## src/rtl/layer_output_collector_pkg.sv

```systemverilog
// Shared constants for the layer output collector and the neuron channel split.
// Lane 0 of a packed multi-channel word always occupies the most significant slice.
package layer_output_collector_pkg;

    // Width of a packed index, never narrower than one bit
    function automatic int idx_width(input int n);
        return (n > 1) ? $clog2(n) : 1;
    endfunction

    // Bit offset of a lane inside a packed word (lane 0 sits at the top)
    function automatic int lane_lsb(input int lane, input int channels, input int width);
        return (channels - 1 - lane) * width;
    endfunction

    localparam int DATA_WIDTH_DEF   = 16;
    localparam int NUM_NEURONS_DEF  = 32;
    localparam int OUT_CHANNELS_DEF = 4;
    localparam int WORDS_DEF        = NUM_NEURONS_DEF / OUT_CHANNELS_DEF;
    localparam int WORD_IDX_W_DEF   = idx_width(WORDS_DEF);

    typedef enum logic {
        RD_IDLE   = 1'b0,
        RD_STREAM = 1'b1
    } rd_state_e;

endpackage

```

## src/rtl/layer_output_collector_bank.sv

```systemverilog
// One half of the ping-pong buffer: slot storage, capture mask, full flag
// and a read mux that packs one output word selected by word index.
module collector_bank
    import layer_output_collector_pkg::*;
#(
    parameter int NUM_NEURONS  = NUM_NEURONS_DEF,
    parameter int DATA_WIDTH   = DATA_WIDTH_DEF,
    parameter int OUT_CHANNELS = OUT_CHANNELS_DEF,
    parameter int WORD_IDX_W   = WORD_IDX_W_DEF
) (
    input  logic                               clk,
    input  logic                               rst,
    input  logic                               wr_sel,
    input  logic [NUM_NEURONS*DATA_WIDTH-1:0]  neuron_out,
    input  logic [NUM_NEURONS-1:0]             neuron_valid,
    input  logic                               release_bank,
    input  logic [WORD_IDX_W-1:0]              word_idx,
    output logic                               full,
    output logic                               partial,
    output logic                               complete,
    output logic                               drop,
    output logic [OUT_CHANNELS*DATA_WIDTH-1:0] rd_word
);

    localparam int SLOT_W = idx_width(NUM_NEURONS);

    logic [NUM_NEURONS-1:0]                 mask;
    logic [NUM_NEURONS-1:0]                 accept;
    logic [NUM_NEURONS-1:0]                 mask_next;
    logic [NUM_NEURONS-1:0][DATA_WIDTH-1:0] slots;

    // Only the write bank captures, and only into slots not yet filled
    assign accept    = (wr_sel && !full) ? (neuron_valid & ~mask) : '0;
    assign mask_next = mask | accept;
    assign complete  = wr_sel && !full && (&mask_next);
    // A repeat pulse, or any pulse while this write bank is still full, is lost
    assign drop      = wr_sel && (|(neuron_valid & (mask | {NUM_NEURONS{full}})));
    assign partial   = |mask;

    // Mask accumulates captures; completion turns the mask into the full flag
    always_ff @(posedge clk or negedge rst) begin
        if (!rst) begin
            mask <= '0;
            full <= 1'b0;
        end else if (complete) begin
            mask <= '0;
            full <= 1'b1;
        end else begin
            mask <= mask_next;
            if (release_bank)
                full <= 1'b0;
        end
    end

    // Per-slot storage, written once per vector so held data is never overwritten
    for (genvar n = 0; n < NUM_NEURONS; n++) begin : g_slot
        always_ff @(posedge clk) begin
            if (accept[n])
                slots[n] <= neuron_out[n*DATA_WIDTH +: DATA_WIDTH];
        end
    end

    // Lane c of the selected word comes from slot word_idx*OUT_CHANNELS+c
    for (genvar c = 0; c < OUT_CHANNELS; c++) begin : g_lane
        logic [SLOT_W-1:0] lane_sel;
        assign lane_sel = SLOT_W'(int'(word_idx) * OUT_CHANNELS + c);
        assign rd_word[lane_lsb(c, OUT_CHANNELS, DATA_WIDTH) +: DATA_WIDTH] = slots[lane_sel];
    end

endmodule

```

## src/rtl/layer_output_collector.sv

```systemverilog
// Collects skewed neuron outputs into a ping-pong buffer and replays each
// completed layer vector as packed multi-channel words with back-pressure.
module layer_output_collector
    import layer_output_collector_pkg::*;
#(
    parameter int NUM_NEURONS  = NUM_NEURONS_DEF,
    parameter int DATA_WIDTH   = DATA_WIDTH_DEF,
    parameter int OUT_CHANNELS = OUT_CHANNELS_DEF
) (
    input  logic                               clk,
    input  logic                               rst,
    input  logic [NUM_NEURONS*DATA_WIDTH-1:0]  neuron_out,
    input  logic [NUM_NEURONS-1:0]             neuron_valid,
    output logic [OUT_CHANNELS*DATA_WIDTH-1:0] out_data,
    output logic                               out_valid,
    input  logic                               out_ready,
    output logic                               out_last,
    output logic                               busy,
    output logic                               overflow
);

    localparam int WORDS      = NUM_NEURONS / OUT_CHANNELS;
    localparam int WORD_IDX_W = idx_width(WORDS);

    rd_state_e                                  state;
    logic                                       wr_ptr;
    logic                                       rd_ptr;
    logic [WORD_IDX_W-1:0]                      word_idx;
    logic [1:0]                                 full;
    logic [1:0]                                 partial;
    logic [1:0]                                 complete;
    logic [1:0]                                 drop;
    logic [1:0][OUT_CHANNELS*DATA_WIDTH-1:0]    rd_word;
    logic                                       last_word;
    logic                                       last_accept;

    assign last_word   = (word_idx == WORD_IDX_W'(WORDS - 1));
    assign last_accept = (state == RD_STREAM) && out_valid && out_ready && last_word;

    for (genvar b = 0; b < 2; b++) begin : g_bank
        collector_bank #(
            .NUM_NEURONS  (NUM_NEURONS),
            .DATA_WIDTH   (DATA_WIDTH),
            .OUT_CHANNELS (OUT_CHANNELS),
            .WORD_IDX_W   (WORD_IDX_W)
        ) u_bank (
            .clk          (clk),
            .rst          (rst),
            .wr_sel       (wr_ptr == 1'(b)),
            .neuron_out   (neuron_out),
            .neuron_valid (neuron_valid),
            .release_bank (last_accept && (rd_ptr == 1'(b))),
            .word_idx     (word_idx),
            .full         (full[b]),
            .partial      (partial[b]),
            .complete     (complete[b]),
            .drop         (drop[b]),
            .rd_word      (rd_word[b])
        );
    end

    // Stored data is static while a bank is full, so the mux output holds under stall
    assign out_data = rd_word[rd_ptr];
    assign busy     = (|full) || (|partial);

    // Write pointer moves to the other bank as soon as the current one completes
    always_ff @(posedge clk or negedge rst) begin
        if (!rst)
            wr_ptr <= 1'b0;
        else if (|complete)
            wr_ptr <= ~wr_ptr;
    end

    // Sticky drop indicator, cleared only by reset
    always_ff @(posedge clk or negedge rst) begin
        if (!rst)
            overflow <= 1'b0;
        else if (|drop)
            overflow <= 1'b1;
    end

    // Read FSM: stream the read bank word by word, chaining straight into the other bank if ready
    always_ff @(posedge clk or negedge rst) begin
        if (!rst) begin
            state     <= RD_IDLE;
            rd_ptr    <= 1'b0;
            word_idx  <= '0;
            out_valid <= 1'b0;
            out_last  <= 1'b0;
        end else begin
            case (state)
                RD_IDLE: begin
                    if (full[rd_ptr]) begin
                        state     <= RD_STREAM;
                        word_idx  <= '0;
                        out_valid <= 1'b1;
                        out_last  <= (WORDS == 1);
                    end
                end
                RD_STREAM: begin
                    if (out_ready) begin
                        if (last_word) begin
                            rd_ptr   <= ~rd_ptr;
                            word_idx <= '0;
                            if (full[~rd_ptr]) begin
                                out_last <= (WORDS == 1);
                            end else begin
                                state     <= RD_IDLE;
                                out_valid <= 1'b0;
                                out_last  <= 1'b0;
                            end
                        end else begin
                            word_idx <= word_idx + 1'b1;
                            out_last <= ((word_idx + 1'b1) == WORD_IDX_W'(WORDS - 1));
                        end
                    end
                end
                default: begin
                    state     <= RD_IDLE;
                    out_valid <= 1'b0;
                    out_last  <= 1'b0;
                end
            endcase
        end
    end

endmodule

```

## config.mk

```make
export PLATFORM = sky130hd
export DESIGN_NAME = layer_output_collector
export DESIGN_NICKNAME = d
export VERILOG_FILES = /design/src/rtl/layer_output_collector_pkg.sv /design/src/rtl/layer_output_collector_bank.sv /design/src/rtl/layer_output_collector.sv
export SDC_FILE = /design/constraint.sdc
export NUM_CORES = 1
export LEC_CHECK = 0
export ABC_AREA = 1
export CAP_MARGIN = 20
export CORE_ASPECT_RATIO = 2
export CORE_MARGIN = 4
export CORE_UTILIZATION = 30
export DETAILED_ROUTE_END_ITERATION = 8
export DONT_BUFFER_PORTS = 1
export GPL_ROUTABILITY_DRIVEN = 0
export MAX_ROUTING_LAYER = met4
export SLEW_MARGIN = 20
export SYNTH_ARGS = -nofsm -noshare
export SYNTH_HDL_FRONTEND = slang
export SYNTH_SLANG_ARGS = --single-unit
```

## constraint.sdc

```tcl
create_clock -name clk -period 2.4 [get_ports clk]
set_input_delay 0.72 -clock clk [delete_from_list [all_inputs] [get_ports clk]]
set_output_delay 0.72 -clock clk [all_outputs]
set_load 0.05 [all_outputs]
```

==> metrics <==
status finished, violations left; failing checks negative setup slack; Routed WL 165,000 um; top cells by area, synth edfxtp_1 69%, o21ai_0 7.0%, nor2_1 6.8%; Worst Tran Pin Value 645 ps; Final Hold Viols 0; Rel. slew slack around 57%; Initial DRC Count 2,449; clock slew at reported path FFs around 70 ps; Max Fclk 0.298 GHz; post-DP HPWL around 120,000 um; Initial Util between 30% and 40%; share of post-route cells with drive strength above 1 around 17%; Seq/Total Area, Yosys 72.9%; Top Ports 615; placed cells 5,649; largest net degree at the start of global routing between 70 and 80; most frequent cell after synthesis edfxtp_1; H-tree levels 3; DRT antenna net count 0; Final setup violation count 65; post-layout min period 3350 ps; Clock Latency Late Sink 680 ps; Vias/cell around 5.2; synthesized net count 4,200; LEAKAGE 18.2 nW; router iterations before antenna repair 7; Data arrival, critical path between 2000 and 3000 ps; unrepaired setup endpoints after global routing yes; Worst VDD drop 1.29 mV; DRC Markers 0; non-filler cells, final 5,883; slowest stage delay, CP around 580 ps; Mapped Cells roughly 3.7k; Die H between 500 and 600 um; Rows 200; synthesized area 44,700 um^2; DR WL/cell 28.0 um; deepest clock path buffer count 3; via count 30.7k; vias in the first global route 31.2k; initial antenna violation count 23; Hold Path Class in -> reg; Synth top cells by count 1,024 x edfxtp_1, 814 x nor2_1, 626 x o21ai_0; total CTS buffers 96; Post-synth ARST share 6.82%; kind of critical path reg -> out; Post-synth EDFFs 1,024; first-pass GRT wire length ~220,000 um; slowest CP cell dfrtp_4; CP delay by family, top compound AO/OA/AOI/OAI gates; Seq cells post-synth 1,099; clk root buf clkbuf_16; gr usage total 20.9%; launching element type of the critical path register; Core Area 148,000 um^2; Synth top area share 68.7%; Ys Warns 0; CTS tree built; CP endpoint kind output port; final period utilization 140%; cell accounting for the most synthesized area edfxtp_1; Bufs and invs on worst path 3; CP required approximately 1700 ps; number of nets in the layout 4,388; Syn Area/Cell 12.3 um^2; distinct cell type count after synthesis 33; setup ws final -950 ps; Die W between 200 and 300 um; die footprint ~160,000 um^2; area grow syn2layout 22.6%; port bufs 0; final slew viol count 0; Power Density 1270 nW/um^2; critical path cell sequence buf_12 > o21ai_0 > buf_4 > o21ai_0 > o211ai_1 > nand2_2 > buf_12; Pwr Total 0.0698 W; clk_skew 28.2 ps; clk sinks 1,099; CP Max Fanout 50; total grt overflow 0; Most used DFF post-synth edfxtp_1; Max-Cap Viols 0
-- worst register-to-register path: stages (launching register included) --
cell     delay (ps)
dfrtp_4         550
buf_4           180
buf_12          190
ha_1            200
ha_1            160
nand2_1          80
nor2_1          160
nand2_1          90
o21ai_0         230
buf_4           190
nand2_1          60
-- metal layers --
layer	routed length, um	part of all wire [%]	vias up	GRT usage [%]
met2	84500	51	1419	36.6
met3	17500	11	463	7.91
met5	0	0	-	-
met1	53600	33	15236	19.9
li1	-	-	13622	-
met4	9140	5.5	0	10.6
-- repair_timing --
item | in CTS | in global routing
hold buffers | 2 | 0
endpoints found under the setup margin | 65 | 89
resized for setup | 34 | 88
buffers inserted | 2 | 5
endpoints found under the hold margin | 75 | 0
pin swaps | 5 | 16
gates cloned | 0 | 1
-- state kept, by name (all words and copies together) (netlist names) --
name and flops:
g_bank.u_bank.slots 1024, g_bank.u_bank.mask 64, word_idx 3, g_bank.u_bank.full 2, out_last 1, out_valid 1
overflow 1, rd_ptr 1, state 1, wr_ptr 1
-- power breakdown --
part / internal (W) / leakage [nW] / total [W] / switching (W)
registers: 0.0225 / 9.94 / 0.0235 / 0.000947
logic: 0.0112 / 6.69 / 0.0301 / 0.0189
clock network: 0.00909 / 1.59 / 0.0161 / 0.00706
-- through the flow --
| stage | hold WS, ps | area [um^2] | setup slack (ps) | utilization (%) | setup TNS [ps] |
|---|---|---|---|---|---|
| 5_1_grt | 61.6 | 54800 | -1080 | 36.9 | -63450 |
| 3_5_place_dp | 433 | 51000 | -398 | 34.4 | -14520 |
| 6_report | 121 | 54800 | -950 | 36.9 | -53820 |
| 3_3_place_gp | 434 | 51000 | -372 | 34.4 | -12340 |
| 2_1_floorplan | 424 | 45100 | -255 | - | -73080 |
| 4_1_cts | 33.5 | 54500 | -1040 | 36.7 | -60230 |
-- cells in the final DEF, fill, tap and decap left out, types with 99 or more instances in the layout --
cell	count
o21ai_0	563
o21ai_1	103
buf_12	147
buf_4	165
o211ai_1	256
nand2_1	166
edfxtp_1	1024
clkbuf_16	100
nor2_1	808
inv_1	99
-- worst paths after layout --
| check | startpoint | endpoint | slack (ps) | cells after the start |
|---|---|---|---|---|
| worst min register to register | state | state | 610 | 2 |
| min in group asynchronous | rst | g_bank[0].u_bank.mask[17] | 620 | 2 |
| worst max register to register | word_idx[0] | g_bank[0].u_bank.full | 200 | 10 |
| max in group asynchronous | rst | rd_ptr | 1390 | 2 |
| worst max-delay path | word_idx[0] | out_data[11] | -950 | 7 |
| worst min-delay path | neuron_out[208] | g_bank[1].u_bank.slots[208] | 120 | 0 |
-- layout make-up --
cell class / instances / area (um^2)
tap: 1919 / 2400
multi-input combinational: 2186 / 11400
fill: 14050 / 93600
antenna: 46 / 115
sequential: 1099 / 32600
clock buffer: 120 / 2580
timing repair buffer: 333 / 4530
clock inverter: 58 / 696
inverter: 122 / 485
-- cells by family (layout without fill, tap and decap cells) --
group                    count (synthesis)  count (layout)  share of synthesized area [%]
AND/OR/NAND/NOR                       1194            1194                           10.6
flip-flops                            1099            1099                           72.9
other                                    0              46                              0
adder cells (fa/ha/maj)                  3               3                         0.0839
buffers and inverters                  365             633                           3.54
AO/OA/AOI/OAI                          988             988                           12.8
XOR/XNOR                                 1               1                         0.0196
Note: power is estimated with default switching activity, not from simulation.
